`src/rtl/mem_wb_stage.sv`:
```
// Memory/writeback stage: drives the data-memory req/gnt/rvalid bus and the register-file write port.
// Optional MISALIGN_TRAP_EN adds misalign/misalign_addr outputs and suppresses misaligned accesses.
module mem_wb_stage #(
   parameter int REQ_TIMEOUT = 0
) (
   input  logic        clk,
   input  logic        rst,
   input  logic [31:0] pc_in,
   input  logic [4:0]  rd_in,
   input  logic [31:0] wdata_in,
   input  logic [31:0] alu_res_in,
   input  logic [31:0] csr_rdata_in,
   input  logic        rf_en_in,
   input  logic        mem_write_in,
   input  logic        is_load_in,
   input  logic        is_csr_in,
   input  logic        is_jal_in,
   input  logic        is_jalr_in,
   input  logic [2:0]  load_type_in,
   input  logic        load_unsigned_in,
   output logic        dmem_req,
   output logic        dmem_we,
   output logic [31:0] dmem_addr,
   output logic [31:0] dmem_wdata,
   output logic [3:0]  dmem_be,
   input  logic        dmem_gnt,
   input  logic        dmem_rvalid,
   input  logic [31:0] dmem_rdata,
   output logic        dmem_err,
   output logic        stall,
`ifdef MISALIGN_TRAP_EN
   output logic        misalign,
   output logic [31:0] misalign_addr,
`endif
   output logic        wb_en,
   output logic [4:0]  wb_rd,
   output logic [31:0] wb_data
);

   localparam int CW = (REQ_TIMEOUT > 1) ? $clog2(REQ_TIMEOUT + 1) : 1;

   typedef enum logic [1:0] {IDLE, WAIT, DONE} state_t;

   state_t        state, state_nxt;
   logic [31:0]   load_reg;
   logic          aborted;
   logic [CW-1:0] cnt;

   logic          mem_op, misaligned, timed_out;
   logic          req_int, stall_int, err_int;
   logic [1:0]    size, lane;
   logic          is_byte, is_half, uns;
   logic [3:0]    be_int;
   logic [31:0]   st_data, shifted, load_ext;

   assign mem_op  = is_load_in | mem_write_in;
   assign size    = load_type_in[1:0];
   assign is_byte = (size == 2'b00);
   assign is_half = (size == 2'b01);
   // funct3[2] is the RV32 unsigned-load bit, so it is honoured alongside the explicit flag
   assign uns     = load_unsigned_in | load_type_in[2];

`ifdef MISALIGN_TRAP_EN
   assign misaligned = mem_op & ((is_half & alu_res_in[0]) | (size[1] & (|alu_res_in[1:0])));
`else
   assign misaligned = 1'b0;
`endif

   assign timed_out = (REQ_TIMEOUT > 0) && (cnt == CW'(REQ_TIMEOUT));

   // Address bits below the access size are ignored: H uses a[1] only, W uses none.
   assign lane = is_byte ? alu_res_in[1:0] : (is_half ? {alu_res_in[1], 1'b0} : 2'b00);

   always_comb begin
      be_int  = 4'b1111;
      st_data = wdata_in;
      if (is_byte) begin
         be_int  = 4'b0001 << lane;
         st_data = {4{wdata_in[7:0]}};
      end else if (is_half) begin
         be_int  = 4'b0011 << lane;
         st_data = {2{wdata_in[15:0]}};
      end
   end

   assign shifted = dmem_rdata >> {lane, 3'b000};

   always_comb begin
      load_ext = shifted;
      if (is_byte)
         load_ext = {{24{~uns & shifted[7]}}, shifted[7:0]};
      else if (is_half)
         load_ext = {{16{~uns & shifted[15]}}, shifted[15:0]};
   end

   always_comb begin
      state_nxt = state;
      req_int   = 1'b0;
      stall_int = 1'b0;
      err_int   = 1'b0;
      case (state)
         IDLE: begin
            if (mem_op && !misaligned) begin
               stall_int = 1'b1;
               if (timed_out) begin
                  err_int   = 1'b1;
                  state_nxt = DONE;
               end else begin
                  req_int = 1'b1;
                  if (dmem_gnt)
                     state_nxt = mem_write_in ? DONE : WAIT;
               end
            end
         end
         WAIT: begin
            stall_int = 1'b1;
            if (dmem_rvalid) begin
               state_nxt = DONE;
            end else if (timed_out) begin
               err_int   = 1'b1;
               state_nxt = DONE;
            end
         end
         DONE:    state_nxt = IDLE;
         default: state_nxt = IDLE;
      endcase
   end

   always_ff @(posedge clk or posedge rst) begin
      if (rst) begin
         state    <= IDLE;
         load_reg <= '0;
         aborted  <= 1'b0;
         cnt      <= '0;
      end else begin
         state   <= state_nxt;
         aborted <= err_int;
         if (state == WAIT && dmem_rvalid)
            load_reg <= load_ext;
         // Counts only while waiting on the bus; any handshake or abort restarts it.
         if ((REQ_TIMEOUT > 0) && !timed_out &&
             ((state == IDLE && req_int && !dmem_gnt) || (state == WAIT && !dmem_rvalid)))
            cnt <= cnt + CW'(1);
         else
            cnt <= '0;
      end
   end

   assign dmem_req   = req_int & ~rst;
   assign dmem_we    = dmem_req & mem_write_in;
   assign dmem_addr  = dmem_req ? {alu_res_in[31:2], 2'b00} : 32'h0;
   assign dmem_wdata = dmem_req ? st_data : 32'h0;
   assign dmem_be    = dmem_req ? be_int : 4'h0;
   assign dmem_err   = err_int & ~rst;
   assign stall      = stall_int & ~rst;

`ifdef MISALIGN_TRAP_EN
   assign misalign      = ~rst & (state == IDLE) & misaligned;
   assign misalign_addr = misalign ? alu_res_in : 32'h0;
`endif

   assign wb_en = ~rst & rf_en_in & (|rd_in) &
                  (((state == IDLE) & ~mem_op) |
                   ((state == DONE) & is_load_in & ~mem_write_in & ~aborted));
   assign wb_rd = rst ? 5'd0 : rd_in;

   always_comb begin
      wb_data = alu_res_in;
      if (is_jal_in | is_jalr_in)
         wb_data = pc_in + 32'd4;
      else if (is_csr_in)
         wb_data = csr_rdata_in;
      else if (is_load_in)
         wb_data = load_reg;
      if (rst)
         wb_data = 32'h0;
   end

endmodule

```
`config.mk`:
```
export PLATFORM = sky130hd
export DESIGN_NAME = mem_wb_stage
export DESIGN_NICKNAME = d
export VERILOG_FILES = /design/src/rtl/mem_wb_stage.sv
export SDC_FILE = /design/constraint.sdc
export NUM_CORES = 1
export LEC_CHECK = 0
export CAP_MARGIN = 20
export CORE_MARGIN = 10
export CORE_UTILIZATION = 45
export DETAILED_ROUTE_END_ITERATION = 8
export DONT_BUFFER_PORTS = 1
export PLACE_DENSITY = 0.64
export SYNTH_ARGS = -nofsm -noshare
export SYNTH_HDL_FRONTEND = slang
export SYNTH_SLANG_ARGS = --single-unit
```
`constraint.sdc`:
```
create_clock -name clk -period 4.7 [get_ports clk]
set_input_delay 0.47 -clock clk [delete_from_list [all_inputs] [get_ports clk]]
set_output_delay 0.47 -clock clk [all_outputs]
set_load 0.01 [all_outputs]
```
Yosys cells after proc, flatten, opt, wreduce, memory -nomap -nowiden
Index checks and enable logic that the tools add are counted.

storage, ports and cells
  register bits = 34
  input port bits = 179
  output and inout bits = 110
  word-level logic and storage cells = 60

operators by class
  add/sub/neg operators = 1
  equal/unequal tests = 6
  shifts and indexed selects = 3
  multiplexer cells = 24
  bitwise operators = 19
  reduce and logical (&&, ||, !) cells = 5

operators with widths
  operator               count
  $mux 32                10
  $add 32x3->32 const B  1
  $shr 32x5->32          1
  $mux 2                 6
  $mux 4                 3
  $and 1x1->1            11
  $ne 2x2->1 const B     3
  $mux 5                 1
  $reduce_or 5->1        1
  $eq 2x1->1 const B     2
  $logic_not 2->1        2
  $not 1->1              4
  $or 1x1->1             4
  $pmux 2 s2             1
  $shl 1x2->4 const A    1
  $shl 2x2->4 const A    1
  $reduce_and 3->1       1
  $eq 2x2->1 const B     1
  $mux 1                 2
  $pmux 1 s2             1
  $logic_and 1x1->1      1

Longest topological paths before layout
  depth after elaboration = 7
  depth in mapped cells = 7
  gate-level depth less buffers = 5

Least setup slack after synthesis
OpenSTA, ideal clock, no wires.

  path type = input port to output port
  start point = input port pc_in[13]
  end point = output port wb_data[23]
  arrival time = 1.734 ns
  required time = 4.230 ns
  slack = 2.496 ns
  cell stages on the path = 4
  path buffers = 0
  path through = and3_4 > nand4_4 > or4_1 > a311oi_1

between the ends
  cells in the longest elaborated chain, start to end = 3

ends and longest elaborated chain
  element             RTL line  source
  start: declaration  8         input logic [31:0] pc_in,
  $add 32x3->32       170       wb_data = pc_in + 32'd4;
  $mux 32             169       if (is_jal_in | is_jalr_in)
  $mux 32             175       if (rst)
  end: declaration    37        output logic [31:0] wb_data

Every way passes these cells.

Worst setup path in the final report
  start point = register state[1]
  end point = output port dmem_wdata[2]

between the ends
  cells in the longest elaborated chain, start to end = 4

ends and longest elaborated chain
  element                   RTL line  source
  start: declaration        44        state_t state, state_nxt;
  start signal: assignment  136       state <= state_nxt;
  $logic_not 2->1           101       case (state)
  $mux 1                    101
  $and 1x1->1               149       assign dmem_req = req_int & ~rst;
  $mux 32                   152       assign dmem_wdata = dmem_req ? st_data : 32'h0;
  end: declaration          24        output logic [31:0] dmem_wdata,

Every way passes these cells.

==> impl_metrics.env <==
export IMPL_ir_worst_vdd_v=0.000130
export IMPL_clkTransAtPathRegs_ps=70
export IMPL_clk_latency_ps=290
export IMPL_grt_pass1_wl_um=27100
export IMPL_finalCriticalPeriod_ps=3440
export IMPL_antennaDiodeCount=0
export IMPL_vias=4331
export IMPL_crit_buf_inv=2
export IMPL_rows=35
export IMPL_grtUsageTotal_pct=24.0
export IMPL_drcViolationCount=0
export IMPL_p_sw_share_pct=38.1
export IMPL_startpoint_type="flip-flop"
export IMPL_drive_above_1_share_pct=9.54
export IMPL_ys_seq_area_share_pct=19.7
export IMPL_place_gp_congestion=0.961
export IMPL_synth_avg_cell_area_sq_um=7.43
export IMPL_ctsResizeCount=0
export IMPL_netlist_area_sq_mm=0.00432
export IMPL_crit_required_ps=4230
export IMPL_status="finished clean"
export IMPL_coreArea_sq_mm=0.00928
export IMPL_max_slew_worst_pin_slew_ps=1080
export IMPL_slew_limit_headroom_pct=28.3
export IMPL_finalSetupTns_ps=0
export IMPL_firstDrtPassIters=7
export IMPL_pin_count=289
export IMPL_synth_flop_cell="dfrtp_1"
export IMPL_leakage_nw=1.70
export IMPL_path_max_fanout=32
export IMPL_design_area_sq_mm=0.00436
export IMPL_place_area_sq_mm=0.00427
export IMPL_rsz0062_at_grt="no"
export IMPL_port_buffers=0
export IMPL_p_switching_uw=432
export IMPL_cts_buffers=5
export IMPL_period_share_pct=73.2
export IMPL_internal_power_uw=700
export IMPL_crit_path_end_kind="primary output"
export IMPL_cp_cell_sequence="or4_1 -> inv_1 -> buf_4 -> and2_1"
export IMPL_clock_path_buffers=2
export IMPL_powerDensity_mw_per_mm2=259
export IMPL_ant_nets=0
export IMPL_slew_viol_final=0
export IMPL_multi_input_area_sq_mm=0.00321
export IMPL_fin_util_pct=47.0
export IMPL_drt_initial_drc_count=422
export IMPL_path_delay_family="simple AND/OR/NAND/NOR gates"
export IMPL_n_fill_cell=952
export IMPL_grt_ovfl_total=0
export IMPL_largest_reg_flops=32
export IMPL_finalClockSkew_ps=2.80
export IMPL_max_freq_mhz=291
export IMPL_synth_cells=582
export IMPL_synthTopCellsByArea="dfrtp_1 20%, mux2i_1 11%, a211oi_1 7.8%"
export IMPL_p_total_mw=1.13
export IMPL_pwr_share_comb_pct=36.7
export IMPL_cts_hold_buf=0
export IMPL_max_cap_violations=0
export IMPL_synth_edf_count=0
export IMPL_crit_path_max_incr_delay_ps=940
export IMPL_post_drt_wl_per_cell_um=26.8
export IMPL_postCtsSetupRepairBufs=0
export IMPL_cp_data_arrival_time_ps=2970
export IMPL_pwr_share_seq_pct=43.5
export IMPL_yosys_warnings=0
export IMPL_via_per_inst=6.43
export IMPL_fp_dieW_um=118
export IMPL_setup_viol=0
export IMPL_ctsHtreeMaxLevel=2
export IMPL_fin_nets=724
export IMPL_yosysUniqueCellTypes=50
export IMPL_final_cells=674
export IMPL_path_class="reg -> out"
export IMPL_hpwlAfterDp_um=14900
export IMPL_grt_pass1_vias=4288
export IMPL_synthArstFlopShare_pct=100
export IMPL_yosysTopAreaCellShare_pct=19.7
export IMPL_area_growth_pct=0.955
export IMPL_ys_ff_latch=34
export IMPL_routed_wl_um=18000
export IMPL_hp_class="in -> async"
export IMPL_yosysTopAreaCell="dfrtp_1"
export IMPL_clockPowerShare_pct=19.8
export IMPL_initial_core_util_pct=46.6
export IMPL_register_area_sq_um=851
export IMPL_clock_sinks=34
export IMPL_cts_tree="built"
export IMPL_antenna_found_initial=0
export IMPL_grt_max_degree=62
export IMPL_die_area_sq_mm=0.0139
export IMPL_hold_viol=0
export IMPL_root_buffer="clkbuf_8"
export IMPL_die_height_um=118
export IMPL_dp_cells=666
export IMPL_slowest_stage="or4_1"
[path summary, 6_finish.rpt]
path	end	from	cells after the start	slack [ps]
setup / recovery	dmem_wdata[2]	state[1]	4	1260
min in group clk	load_reg[27]	dmem_rdata[27]	2	320
max in group asynchronous	load_reg[11]	rst	2	4100
hold reg to reg	load_reg[1]	load_reg[1]	2	490
hold / removal	load_reg[16]	rst	2	270
setup reg to reg	load_reg[29]	state[0]	4	2490
[placed cells by master, fill, tap and decap left out, types with 3 or more instances in the layout]
cell	count
conb_1	3
nor3_1	13
and4_1	4
a222oi_1	7
and2_1	42
nor4_2	7
a21oi_1	41
nand3_1	12
xor2_1	7
o21ai_0	28
a211oi_1	45
nand4_1	5
buf_4	3
clkbuf_8	6
or2_2	3
o211ai_1	8
nand2_1	66
xnor2_1	20
inv_1	7
nor2b_1	6
mux2_2	21
and3_1	3
dfrtp_1	34
nor2_1	75
mux2i_1	49
[final cells by class]
cell class	instances	share of cell area [%]
Timing Repair Buffer	3	0.516
Inverter	7	0.602
Clock buffer	7	1.98
Multi-Input combinational cell	493	73.6
Clock inverter	1	0.115
Sequential cell	34	19.5
Tap cell	129	3.70
[kinds of logic (layout without fill, tap and decap cells)]
| group | after synthesis | after routing | share of synthesized area, % |
|---|---|---|---|
| simple gates | 255 | 255 | 31.1 |
| compound gates | 137 | 137 | 20.3 |
| mux | 70 | 70 | 16.8 |
| buf+inv | 57 | 18 | 6.19 |
| flops | 34 | 34 | 19.7 |
| xor+xnor | 27 | 27 | 5.47 |
| fa+ha+maj | 1 | 1 | 0.289 |
| other cells | 1 | 3 | 0.0867 |
[synth_stat cells (all sizes together) (20+ instances only)]
| master | number |
|---|---|
| clkbuf | 29 |
| a21oi | 41 |
| buf | 21 |
| o21ai | 28 |
| mux2 | 21 |
| nand2 | 69 |
| a211oi | 45 |
| dfrtp | 34 |
| mux2i | 49 |
| xnor2 | 20 |
| and2 | 42 |
| nor2 | 76 |
[power by group through the flow]
stage | registers (mW) | logic, mW | clock network, mW
after floorplan | 0.449 | 0.373 | 0
after global placement | 0.496 | 0.409 | 0
after detailed placement | 0.501 | 0.415 | 0
after CTS | 0.494 | 0.418 | 0.227
after global routing | 0.506 | 0.471 | 0.239
final | 0.492 | 0.415 | 0.224
[routing by layer]
metal  track usage (%)  part of all wire [%]
met1              27.6                    38
met4              4.71                   1.4
met3              9.83                    12
met2              40.7                    49
met5                 0                     0
[through the flow]
stage / worst slack, ps / hold slack [ps]
after floorplan: 2500 / 446
after global placement: 1670 / 468
after detailed placement: 1550 / 475
after CTS: 1230 / 259
after global routing: 985 / 297
final: 1260 / 267
No activity file was read; power rests on OpenSTA's default activity.
